==> config.mk <==
export PLATFORM = sky130hd
export DESIGN_NAME = ifetch_unit
export DESIGN_NICKNAME = d
export VERILOG_FILES = /design/src/rtl/ifetch_unit_pkg.sv /design/src/rtl/ifetch_fifo.sv /design/src/rtl/ifetch_unit.sv
export SDC_FILE = /design/constraint.sdc
export NUM_CORES = 1
export LEC_CHECK = 0
export CORE_MARGIN = 2
export CORE_UTILIZATION = 50
export CTS_CLUSTER_SIZE = 30
export DETAILED_ROUTE_END_ITERATION = 16
export GPL_ROUTABILITY_DRIVEN = 1
export PLACE_DENSITY = 0.77
export SLEW_MARGIN = 20
export SYNTH_ARGS = -nofsm -noshare
export SYNTH_HDL_FRONTEND = slang
export SYNTH_HIERARCHICAL = 1
export SYNTH_SLANG_ARGS = --single-unit
==> constraint.sdc <==
create_clock -name clk -period 5.4 [get_ports clk]
set_clock_uncertainty 0.15 [all_clocks]
set_input_delay 0.54 -clock clk [delete_from_list [all_inputs] [get_ports clk]]
set_output_delay 0.54 -clock clk [all_outputs]
set_load 0.005 [all_outputs]
==> src/rtl/ifetch_unit_pkg.sv <==
// Shared types and constants for the instruction fetch unit.
package ifetch_unit_pkg;

    localparam int unsigned xlen        = 32;
    localparam int unsigned INSTR_BYTES = 4;

    typedef enum logic [1:0] {
        BOOT,
        FETCH,
        DRAIN
    } ifetch_state_e;

    typedef struct packed {
        logic [xlen-1:0] pc;
        logic [xlen-1:0] instr;
    } fetch_entry_t;

endpackage

==> src/rtl/ifetch_fifo.sv <==
// Synchronous FIFO of fetch entries toward decode; head is held in a register
// so a pushed entry is visible the cycle after it is written.
module ifetch_fifo
    import ifetch_unit_pkg::*;
#(
    parameter int unsigned DEPTH = 2
) (
    input  logic                   clk,
    input  logic                   rst,
    input  logic                   clear,
    input  logic                   push,
    input  fetch_entry_t           push_data,
    input  logic                   pop,
    output fetch_entry_t           head,
    output logic                   valid,
    output logic [$clog2(DEPTH):0] count
);

    localparam int unsigned PW = $clog2(DEPTH);
    localparam int unsigned CW = PW + 1;

    fetch_entry_t    mem [DEPTH];
    fetch_entry_t    head_reg;
    logic [PW-1:0]   rd_ptr_reg;
    logic [PW-1:0]   wr_ptr_reg;
    logic [PW-1:0]   rd_ptr_inc;
    logic [CW-1:0]   count_reg;

    assign rd_ptr_inc = rd_ptr_reg + PW'(1);

    always_ff @(posedge clk) begin
        if (push) begin
            mem[wr_ptr_reg] <= push_data;
        end
    end

    always_ff @(posedge clk) begin
        if (rst) begin
            rd_ptr_reg <= '0;
            wr_ptr_reg <= '0;
            count_reg  <= '0;
            head_reg   <= '0;
        end else if (clear) begin
            rd_ptr_reg <= '0;
            wr_ptr_reg <= '0;
            count_reg  <= '0;
        end else begin
            if (push) wr_ptr_reg <= wr_ptr_reg + PW'(1);
            if (pop)  rd_ptr_reg <= rd_ptr_inc;
            count_reg <= count_reg + CW'(push) - CW'(pop);
            // Next head comes from storage if it is already there, else from the incoming entry.
            if (pop && count_reg > CW'(1)) begin
                head_reg <= mem[rd_ptr_inc];
            end else if (push && (count_reg == '0 || pop)) begin
                head_reg <= push_data;
            end
        end
    end

    assign head  = head_reg;
    assign valid = (count_reg != '0);
    assign count = count_reg;

endmodule

==> src/rtl/ifetch_unit.sv <==
// Instruction fetch: issues in-order word requests, pairs responses with PCs,
// buffers them toward decode. IFETCH_PERF_CNT_EN adds fetched/discarded counters.
module ifetch_unit #(
    parameter int unsigned           xlen       = ifetch_unit_pkg::xlen,
    parameter logic [xlen-1:0]       RESET_PC   = 32'h0000_0000,
    parameter int unsigned           FIFO_DEPTH = 2
) (
    input  logic            clk,
    input  logic            rst,
    input  logic            redirect_valid,
    input  logic [xlen-1:0] redirect_target,
    input  logic            flush_if,
    output logic            imem_req_valid,
    input  logic            imem_req_ready,
    output logic [xlen-1:0] imem_req_addr,
    input  logic            imem_rsp_valid,
    input  logic [xlen-1:0] imem_rsp_data,
    output logic            dec_valid,
    input  logic            dec_ready,
    output logic [xlen-1:0] dec_pc,
    output logic [xlen-1:0] dec_instr
`ifdef IFETCH_PERF_CNT_EN
   ,output logic [31:0]     perf_fetched,
    output logic [31:0]     perf_discarded
`endif
);

    import ifetch_unit_pkg::fetch_entry_t;
    import ifetch_unit_pkg::ifetch_state_e;
    import ifetch_unit_pkg::INSTR_BYTES;
    import ifetch_unit_pkg::BOOT;
    import ifetch_unit_pkg::FETCH;
    import ifetch_unit_pkg::DRAIN;

    localparam int unsigned     CW      = $clog2(FIFO_DEPTH) + 1;
    localparam int unsigned     SW      = CW + 1;
    localparam logic [SW-1:0]   DEPTH_S = SW'(FIFO_DEPTH);
    localparam logic [xlen-1:0] STEP    = xlen'(INSTR_BYTES);

    ifetch_state_e   state_reg, state_next;
    logic [xlen-1:0] fetch_pc_reg, fetch_pc_next;
    logic [xlen-1:0] rsp_pc_reg, rsp_pc_next;
    logic [CW-1:0]   outstanding_reg, outstanding_next;
    logic [CW-1:0]   discard_cnt_reg, discard_cnt_next;
    logic            req_valid_reg, req_valid_next;
    logic [CW-1:0]   fifo_count, fifo_count_next;
    logic [xlen-1:0] new_pc;
    fetch_entry_t    fifo_head, push_entry;
    logic            fifo_valid, kill, req_fire, push, pop;

    assign kill       = redirect_valid | flush_if;
    assign req_fire   = req_valid_reg & imem_req_ready;
    assign push       = imem_rsp_valid & (state_reg != DRAIN) & ~kill;
    assign pop        = fifo_valid & dec_ready & ~kill;
    assign push_entry = '{pc: rsp_pc_reg, instr: imem_rsp_data};

    always_comb begin
        // Flush restarts at the oldest instruction not yet handed to decode.
        new_pc = redirect_valid ? (redirect_target & ~xlen'(3))
               : (fifo_valid ? fifo_head.pc : rsp_pc_reg);
        outstanding_next = outstanding_reg + CW'(req_fire) - CW'(imem_rsp_valid);
        fifo_count_next  = kill ? '0 : fifo_count + CW'(push) - CW'(pop);
        fetch_pc_next    = kill ? new_pc : (req_fire ? fetch_pc_reg + STEP : fetch_pc_reg);
        rsp_pc_next      = kill ? new_pc : (push ? rsp_pc_reg + STEP : rsp_pc_reg);
        state_next       = state_reg;
        discard_cnt_next = discard_cnt_reg;
        if (kill) begin
            discard_cnt_next = outstanding_next;
            state_next       = (outstanding_next != '0) ? DRAIN : FETCH;
        end else begin
            case (state_reg)
                DRAIN: begin
                    discard_cnt_next = discard_cnt_reg - CW'(imem_rsp_valid);
                    if (discard_cnt_next == '0) state_next = FETCH;
                end
                default: state_next = FETCH;
            endcase
        end
        // Credit rule: every request in flight is guaranteed a FIFO slot.
        req_valid_next = (state_next == FETCH)
                       && (({1'b0, outstanding_next} + {1'b0, fifo_count_next}) < DEPTH_S);
    end

    always_ff @(posedge clk) begin
        if (rst) begin
            state_reg       <= BOOT;
            fetch_pc_reg    <= RESET_PC;
            rsp_pc_reg      <= RESET_PC;
            outstanding_reg <= '0;
            discard_cnt_reg <= '0;
            req_valid_reg   <= 1'b0;
        end else begin
            state_reg       <= state_next;
            fetch_pc_reg    <= fetch_pc_next;
            rsp_pc_reg      <= rsp_pc_next;
            outstanding_reg <= outstanding_next;
            discard_cnt_reg <= discard_cnt_next;
            req_valid_reg   <= req_valid_next;
        end
    end

    ifetch_fifo #(
        .DEPTH(FIFO_DEPTH)
    ) u_fifo (
        .clk      (clk),
        .rst      (rst),
        .clear    (kill),
        .push     (push),
        .push_data(push_entry),
        .pop      (pop),
        .head     (fifo_head),
        .valid    (fifo_valid),
        .count    (fifo_count)
    );

    assign imem_req_valid = req_valid_reg;
    assign imem_req_addr  = fetch_pc_reg;
    assign dec_valid      = fifo_valid;
    assign dec_pc         = fifo_head.pc;
    assign dec_instr      = fifo_head.instr;

`ifdef IFETCH_PERF_CNT_EN
    logic [31:0] perf_fetched_reg, perf_discarded_reg;

    always_ff @(posedge clk) begin
        if (rst) begin
            perf_fetched_reg   <= '0;
            perf_discarded_reg <= '0;
        end else begin
            if (push && perf_fetched_reg != '1) begin
                perf_fetched_reg <= perf_fetched_reg + 32'd1;
            end
            if (imem_rsp_valid && !push && perf_discarded_reg != '1) begin
                perf_discarded_reg <= perf_discarded_reg + 32'd1;
            end
        end
    end

    assign perf_fetched   = perf_fetched_reg;
    assign perf_discarded = perf_discarded_reg;
`endif

endmodule

==> results of run 1 <==
[stage by stage]
step	total power, mW	cells	hold WS, ps	setup WS, ps
6_report	4.47	1610	325	1820
5_1_grt	4.62	1610	345	1630
4_1_cts	4.49	1610	327	1910
3_5_place_dp	2.65	1559	313	1330
3_3_place_gp	2.64	1559	306	1470
2_1_floorplan	2.48	1135	296	135
[metal layers]
| metal | wire length [um] | up-vias | global-route usage, % |
|---|---|---|---|
| met5 | 0 | - | 0 |
| met4 | 889 | 0 | 8.15 |
| met3 | 2900 | 69 | 4.00 |
| met2 | 16000 | 510 | 42.5 |
| met1 | 14600 | 4934 | 36.4 |
| li1 | - | 4610 | - |
[path summary, 6_finish.rpt]
check	from	depth (start not counted)	slack [ps]	endpoint
max	imem_rsp_valid	12	1820	imem_req_valid
min	u_fifo/head[3]	1	320	u_fifo/head[3]
max reg2reg	u_fifo/count[1]	10	1940	imem_req_valid
min reg2reg	u_fifo/head[3]	1	320	u_fifo/head[3]
[placed cells by master (no fill, tap or decap), types with 3 or more instances in the layout]
cell type	Yosys	final
o21bai_1	3	3
xnor2_1	18	18
o31ai_1	4	4
clkdlybuf4s50_1	0	165
nand2b_1	6	6
inv_1	13	13
and3_1	14	12
nor3_1	36	36
mux2_2	15	15
a41o_1	3	3
a22oi_1	12	12
ha_1	9	9
or4_1	6	6
and2_1	12	10
nor2_1	38	37
a21o_1	5	5
clkbuf_8	0	4
clkbuf_1	41	9
inv_4	0	3
edfxtp_1	128	128
nand4_1	23	23
dfxtp_1	137	135
nor2b_1	5	4
clkbuf_16	0	28
or3_1	3	3
o21a_1	4	4
buf_4	6	15
o22ai_1	8	8
nand3_1	27	27
o21ai_0	46	46
a22o_1	64	64
nand2_1	61	61
and4_1	9	9
mux2i_1	84	84
clkinv_2	0	4
a21oi_1	186	186
a211oi_1	23	23
nor4_1	16	16
a31o_2	6	6
[final cells by class]
class                           count  area (um^2)
Clock buffer                       41          790
Tap cell                          324          405
Clock inverter                     10         88.8
Inverter                           14         52.6
Sequential cell                   265         6590
Fill cell                        2022         9250
Multi-Input combinational cell    773         5110
Timing Repair Buffer              183         1810
[synthesized netlist by cell type (all sizes together) (6+ instances only)]
master,instances,area (um^2)
a211oi,23,173
a21oi,186,931
a22o,64,561
a22oi,12,90.1
a31o,6,52.6
and2,13,81.3
and3,14,87.6
and4,9,78.8
buf,42,295
clkbuf,41,154
dfxtp,137,2740
edfxtp,128,3840
ha,9,113
inv,13,48.8
mux2,15,169
mux2i,84,841
nand2,61,229
nand2b,6,37.5
nand3,27,135
nand4,24,156
nor2,38,143
nor3,36,180
nor4,17,121
o21ai,46,230
o22ai,8,50.1
or4,6,45.0
xnor2,18,158
[kinds of logic (layout without fill, tap and decap cells)]
logic type | count (synthesis) | in the layout
flops | 265 | 265
mux | 99 | 99
buf+inv | 97 | 248
fa+ha+maj | 10 | 10
xor+xnor | 20 | 20
compound gates | 380 | 380
simple gates | 264 | 264
[critical path: cells and delay by family]
family	cells	cell delay, ps
AND/OR/NAND/NOR	4	1150
adder cells (fa/ha/maj)	3	910
buffers and inverters	3	890
XOR/XNOR	2	370
[where the power goes]
part           internal, mW  switching, mW
Clock                  1.06          0.790
Combinational         0.173          0.224
Sequential             2.16         0.0572
Total                  3.40           1.07
==> reports/results.ini, run 1 <==
[status]
status=complete, no violations

[clock_network]
cts_setup_buffers=0
clk_pin_slew_ps=60
holdBufCountCts=0
cts_buffers=28
cts_tree=yes
clockBufferDepth=3
clock-sinks=265
cts_resized=0
clockRootBuffer=clkbuf_16
insertion_delay_ps=550
htree_levels=1

[pwr]
power.density_mw_per_mm2=301
leakagePower_nw=4.91
ir_worst_vdd_mv=0.288

[worst_setup_path]
startpoint_type=input pin
crit_path_top_delay_cell=clkdlybuf4s50_1
crit_path_end_kind=flip-flop
cp.arrival_ps=3880
worstPathCellList=clkdlybuf4s50_1 > nand2_1 > nor2_1 > inv_1 > ha_1 > inv_1 > ha_1 > xor2_1 > xnor2_1 > nor2_1 > fa_1 > nor4_1
cp_data_required_time_ps=5700
critPathMaxFanout=9
max_stage_delay_ps=760
critPathKind=input pin to flip-flop

[floorplan]
boundaryPins=169
coreArea_mm2=0.0241
die-area_mm2=0.0256
initial_core_util_pct=50.5
num_rows=57
die-height_um=160
die_w_um=160

[logic_synthesis]
synth-compound-area-share_pct=19.6
yosys-mux-area-fraction_pct=8.29
synth-edff-count=128
syn_inst=1135
async_flop_share_pct=0
synth_top_family_by_area=compound AO/OA/AOI/OAI gates
ys_ff_latch=265
synthFlopType=dfxtp_1
syn_avg_cell_area_um2=10.7
netlist_area_mm2=0.0122
synth_warnings=6
yosysSeqAreaShare_pct=54.1
yosysUniqueCellTypes=60
synth-simple-area-share_pct=11.4
synthXorXnorAreaFrac_pct=1.44
syn-num-nets=1216
synth-adder-area-share_pct=1.09

[route]
drc=0
vias_per_cell=6.29
drtIter0Drc=1141
drt_first_pass_iters=6
wl_mm=34.4
num_vias=10100
postRouteAntennaNets=0
wire_per_inst_um=21.4

[global_routing]
grt_pass1_vias=9780
track_usage_pct=26.2
grt_max_degree=73
antenna_found_initial=1
overflow=0
grt_pass1_wl_mm=54.3

[timing]
setup_viol=0
max_clock_freq_ghz=0.280
hold_viol_final=0
rsz0062_at_grt=no
tns_ps=0
maxSlewViolCount=0
worst_slew_pin_slew_ps=1140
fin_crit_ps=3580
fin_crit_sh_pct=66.2
max-slew-margin-rel_pct=23.4

[placement]
post_dp_cell_area_mm2=0.0140
place_hpwl_mm=21.6
io_buffers=166
place.gp.congestion=0.922

[final_layout]
area_growth_pct=21.9
final_nets=1346
largest_register_ffs=128
n_antenna_cell=0
final_layout_size_suffix_gt1_share_pct=7.39
post-route-util_pct=61.6
final_area_mm2=0.0149

[flow_run]
cap_violations=0

[min_path]
hold_class=flip-flop to flip-flop

No activity file was read; power rests on OpenSTA's default activity.
==> run 2: changes to the inputs <==
--- a/config.mk
+++ b/config.mk
@@ -6,11 +6,11 @@
 export NUM_CORES = 1
 export LEC_CHECK = 0
 export CORE_MARGIN = 2
-export CORE_UTILIZATION = 50
+export CORE_UTILIZATION = 55
 export CTS_CLUSTER_SIZE = 30
 export DETAILED_ROUTE_END_ITERATION = 16
 export GPL_ROUTABILITY_DRIVEN = 1
-export PLACE_DENSITY = 0.77
+export PLACE_DENSITY = 0.8
 export SLEW_MARGIN = 20
 export SYNTH_ARGS = -nofsm -noshare
 export SYNTH_HDL_FRONTEND = slang
==> constraint.sdc (replaced) <==
create_clock -name clk -period 3.5 [get_ports clk]
set_clock_uncertainty 0.15 [all_clocks]
set_input_delay 0.35 -clock clk [delete_from_list [all_inputs] [get_ports clk]]
set_output_delay 0.35 -clock clk [all_outputs]
set_load 0.005 [all_outputs]
==> run 2 against run 1 <==
Against the previous run:
- global-route usage is 1.9 points higher
- sequential power is 55% higher
- via count is 1.3% higher
- critical endpoint unchanged
==> reports/results.ini, run 2 (synthesis results as in run 1) <==
[clock_network]
cts_tree=yes
cts_buffers=28
cts_setup_buffers=0
insertion_delay_ps=530
clockBufferDepth=3
clk_pin_slew_ps=60
cts_resized=0
holdBufCountCts=0
clock-sinks=265
htree_levels=1
clockRootBuffer=clkbuf_16

[timing]
fin_crit_ps=2920
max-slew-margin-rel_pct=40.0
worst_slew_pin_slew_ps=899
maxSlewViolCount=0
tns_ps=0
fin_crit_sh_pct=83.6
setup_viol=0
max_clock_freq_ghz=0.342
rsz0062_at_grt=no
hold_viol_final=0

[route]
drt_first_pass_iters=5
wl_mm=34.2
wire_per_inst_um=21.6
num_vias=10300
vias_per_cell=6.48
drtIter0Drc=1207
postRouteAntennaNets=0
drc=0

[final_layout]
final_layout_size_suffix_gt1_share_pct=8.60
largest_register_ffs=128
final_nets=1362
area_growth_pct=23.4
stdcell_count=1583
n_antenna_cell=0
final_common_cell=a21oi_1
final_cell_mix=a21oi_1, clkdlybuf4s50_1, dfxtp_1

[worst_setup_path]
cp_top_family=simple AND/OR/NAND/NOR gates
r2r_cells=12
cp_data_required_time_ps=3780
crit_path_top_delay_cell=fa_1
cp.arrival_ps=3200
timing.rr.end=imem_req_valid
critPathKind=flip-flop to flip-flop
max_stage_delay_ps=450
worstPathCellList=nand2b_1 > nand2_1 > nor2_1 > inv_1 > ha_1 > inv_1 > ha_1 > xor2_1 > xnor2_1 > nor2_1 > fa_1 > nor4_1
r2r_slack_ps=580
timing.rr.start=state_reg[0]
startpoint_type=flip-flop
critPathMaxFanout=8
crit_path_end_kind=flip-flop
cp.depth=12
worst-path-buf-inv=2

[min_path]
worstHoldEndpoint=outstanding_reg[0]
min-delay-start=rst
hold_class=input pin to flip-flop
hold_depth=2

[status]
status=complete, no violations

[floorplan]
die-height_um=153
initial_core_util_pct=56.0
num_rows=54
die-area_mm2=0.0234
boundaryPins=169
die_w_um=153
coreArea_mm2=0.0218

[placement]
io_buffers=166
place_hpwl_mm=21.3
place.gp.congestion=0.965
dp_cells=1531

[global_routing]
track_usage_pct=28.1
grt_max_degree=70
overflow=0
antenna_found_initial=0
grt_pass1_vias=9897
grt_pass1_wl_mm=53.6

[flow_run]
cap_violations=0

[pwr]
leakagePower_nw=5.03
power_mw=7.14
power.density_mw_per_mm2=475
ir_worst_vdd_mv=0.281

## run 2: cell types whose count changed in the layout (fill, tap and decap cells not counted)
cell	change
clkinv_2	+1
clkinv_1	-1
nor2_4	-1
bufinv_16	+3
inv_4	-3
clkbuf_16	+1
buf_4	+13
clkinv_8	-1
buf_12	+3
nor2_2	+1
clkbuf_1	+1
## run 2: worst max path at each step
| stage | from | endpoint |
|---|---|---|
| finish | state_reg[0] | imem_req_valid |
| global route | state_reg[0] | imem_req_valid |
| CTS | state_reg[0] | imem_req_valid |
| detailed placement | redirect_valid | imem_req_valid |
| global placement | redirect_valid | imem_req_valid |
| floorplan | u_fifo/count[1] | imem_req_valid |
## run 2: area by class of cell
class | instances | area (um^2)
Clock buffer | 43 | 818
Multi-Input combinational cell | 773 | 5110
Tap cell | 280 | 350
Inverter | 14 | 52.6
Sequential cell | 265 | 6590
Clock inverter | 9 | 145
Timing Repair Buffer | 199 | 1970
Fill cell | 1535 | 6720
## run 2: per-stage QoR
step	cell area (um^2)	hold WS [ps]	setup WS [ps]	utilization (%)
final	15000	144	575	69.1
after global routing	15000	166	393	69.1
after CTS	15000	132	607	69.1
after detailed placement	14100	313	271	64.7
after global placement	14100	307	373	64.7
after floorplan	12200	277	15.8	-
## run 2: power by group
part | switching (mW) | total (mW) | internal [mW]
registers | 0.0891 | 3.43 | 3.34
logic | 0.356 | 0.638 | 0.283
clock network | 1.18 | 3.07 | 1.90
total | 1.62 | 7.14 | 5.52
## run 2: routing by layer
layer | routed length, um | part of all wire, % | global-route usage [%]
met5 | 0 | 0 | 0
met4 | 780 | 2.3 | 7.94
met3 | 3100 | 9.1 | 4.22
met2 | 16300 | 48 | 46.3
met1 | 14000 | 41 | 39.0
==> run 3: changes to the inputs <==
--- a/config.mk
+++ b/config.mk
@@ -6,11 +6,11 @@
 export NUM_CORES = 1
 export LEC_CHECK = 0
 export CORE_MARGIN = 2
-export CORE_UTILIZATION = 55
+export CORE_UTILIZATION = 50
 export CTS_CLUSTER_SIZE = 30
 export DETAILED_ROUTE_END_ITERATION = 16
 export GPL_ROUTABILITY_DRIVEN = 1
-export PLACE_DENSITY = 0.8
+export PLACE_DENSITY = 0.77
 export SLEW_MARGIN = 20
 export SYNTH_ARGS = -nofsm -noshare
 export SYNTH_HDL_FRONTEND = slang
==> constraint.sdc (replaced) <==
create_clock -name clk -period 2.3 [get_ports clk]
set_clock_uncertainty 0.15 [all_clocks]
set_input_delay 0.23 -clock clk [delete_from_list [all_inputs] [get_ports clk]]
set_output_delay 0.23 -clock clk [all_outputs]
set_load 0.005 [all_outputs]
==> run 3 against run 2 <==
Against the previous run:
- the run now ends with setup timing left
- register-to-register slack lost 760 ps
- non-clock buffer count grew 89
- largest cell class unchanged
- cell area grew 7.0%
- cell count grew 8.4%
- critical path depth shrank 2
==> reports/results.ini, run 3 (synthesis results as in run 1) <==
[route]
postRouteAntennaNets=0
drt_first_pass_iters=5
drtIter0Drc=1348
num_vias=10500
wl_mm=36.2
drc=0
vias_per_cell=6.14
wire_per_inst_um=21.1

[pwr]
power.density_mw_per_mm2=691
swShare_pct=23.5
power_frac_comb_pct=11.0
intPower_mw=8.50
leakagePower_nw=5.54
ir_worst_vdd_mv=0.564
pwr-share-seq_pct=46.7
power.switching_mw=2.62
p_clk_share_pct=42.3

[timing]
fin_crit_sh_pct=108
final.setup.worst_slack_ps=-184
hold_viol_final=0
max-slew-margin-rel_pct=60.1
worst_slew_pin_slew_ps=598
maxSlewViolCount=0
fin_crit_ps=2480
setup_viol=2
max_clock_freq_ghz=0.403
rsz0062_at_grt=yes
hold_slack_ps=147

[worst_setup_path]
max_stage_delay_ps=460
crit_path_frequent_cell=ha_4
critPathKind=flip-flop to flip-flop
critPathMaxFanout=2
startpoint_type=flip-flop
r2r_slack_ps=-180
crit_path_top_delay_cell=fa_2
crit_path_end_kind=flip-flop
timing.rr.end=imem_req_valid
worstPathCellList=or2_4 > and3_4 > ha_4 > inv_2 > ha_4 > xor2_1 > xnor2_1 > nor2_1 > fa_2 > nor4_2
cp_data_required_time_ps=2600
startpoint=u_fifo/count[1]
cp_top_family=adder cells
timing.rr.start=u_fifo/count[1]
cp.arrival_ps=2790
worst-path-buf-inv=1
r2r_cells=10

[status]
status=finished with violations
violations=setup timing

[final_layout]
final_nets=1451
largest_register_ffs=128
final_common_cell=a21oi_1
area_growth_pct=32.1
n_antenna_cell=0
final.fill_count=1839
post-route-util_pct=66.8
final_area_mm2=0.0161
final_cell_mix=a21oi_1, clkdlybuf4s50_1, dfxtp_1
final_layout_size_suffix_gt1_share_pct=15.9

[floorplan]
coreArea_mm2=0.0241
num_rows=57
boundaryPins=169
die-height_um=160
die_w_um=160
initial_core_util_pct=50.5
die-area_mm2=0.0256

[placement]
io_buffers=166
place_hpwl_mm=23.7
place.gp.congestion=0.931
post_dp_cell_area_mm2=0.0150

[global_routing]
grt_pass1_vias=10200
grt_pass1_wl_mm=56.5
overflow=0
track_usage_pct=27.2
antenna_found_initial=0
grt_max_degree=70

[min_path]
hold_class=input pin to flip-flop
hold_depth=1
min-delay-start=imem_rsp_data[28]
worstHoldEndpoint=u_fifo/mem[0][28]

[clock_network]
insertion_delay_ps=540
clk_pin_slew_ps=60
htree_levels=1
cts_tree=yes
cts_buffers=28
clockBufferDepth=3
clock-sinks=265
clockRootBuffer=clkbuf_16

[flow_run]
cap_violations=0

[run 3: power by group through the flow]
stage	clock, mW	sequential [mW]	combinational, mW
final	4.70	5.19	1.22
after global routing	4.97	5.20	1.31
after CTS	4.75	5.18	1.17
after detailed placement	0	5.28	1.15
after global placement	0	5.27	1.12
after floorplan	0	5.27	0.559
[run 3: worst max-delay path by stage]
| stage | to | slack, ps | depth (start not counted) |
|---|---|---|---|
| finish | imem_req_valid | -180 | 10 |
| global route | imem_req_valid | -250 | 10 |
| CTS | imem_req_valid | -200 | 10 |
| detailed placement | imem_req_valid | -580 | 13 |
| global placement | imem_req_valid | -550 | 13 |
| floorplan | imem_req_valid | -560 | 13 |
[run 3: stage by stage]
| stage | setup slack [ps] | power [mW] | instances | TNS, ps |
|---|---|---|---|---|
| 6_report | -184 | 11.1 | 1716 | -248 |
| 5_1_grt | -255 | 11.5 | 1716 | -431 |
| 4_1_cts | -199 | 11.1 | 1715 | -291 |
| 3_5_place_dp | -582 | 6.43 | 1661 | -24510 |
| 3_3_place_gp | -547 | 6.40 | 1661 | -20070 |
| 2_1_floorplan | -557 | 5.83 | 1135 | -12400 |
[run 3: timing repair]
item | 4_1_cts | 5_1_grt
endpoints found under the setup margin | 4 | 80
pin swaps | 2 | 2
hold buffers | 1 | 0
gates resized for setup | 2 | 16
gates cloned | 0 | 1
hold endpoints to repair | 5 | 0
setup buffers | 1 | 1
[run 3: worst reg2reg max path, delay by kind of cell, from the launching register on]
kind | cells | cell delay [ps]
fa+ha+maj | 3 | 870
xor+xnor | 2 | 320
flops | 1 | 340
simple gates | 4 | 700
buf+inv | 1 | 40
[run 3: final cells by class]
cell class / instances / area [um^2] / share of cell area [%]
clock buffer: 35 / 768 / 4.77
inverter: 14 / 57.6 / 0.358
tap: 324 / 405 / 2.52
timing repair buffer: 288 / 2850 / 17.7
sequential: 265 / 6600 / 41.0
multi-input combinational: 773 / 5220 / 32.4
clock inverter: 17 / 196 / 1.22
[run 3: per-layer routing]
layer	vias up	wire length (um)	track usage, %
met5	-	0	0
met4	0	835	7.13
met3	76	3290	4.70
met2	560	17100	44.5
met1	5100	14900	37.6
li1	4808	-	-
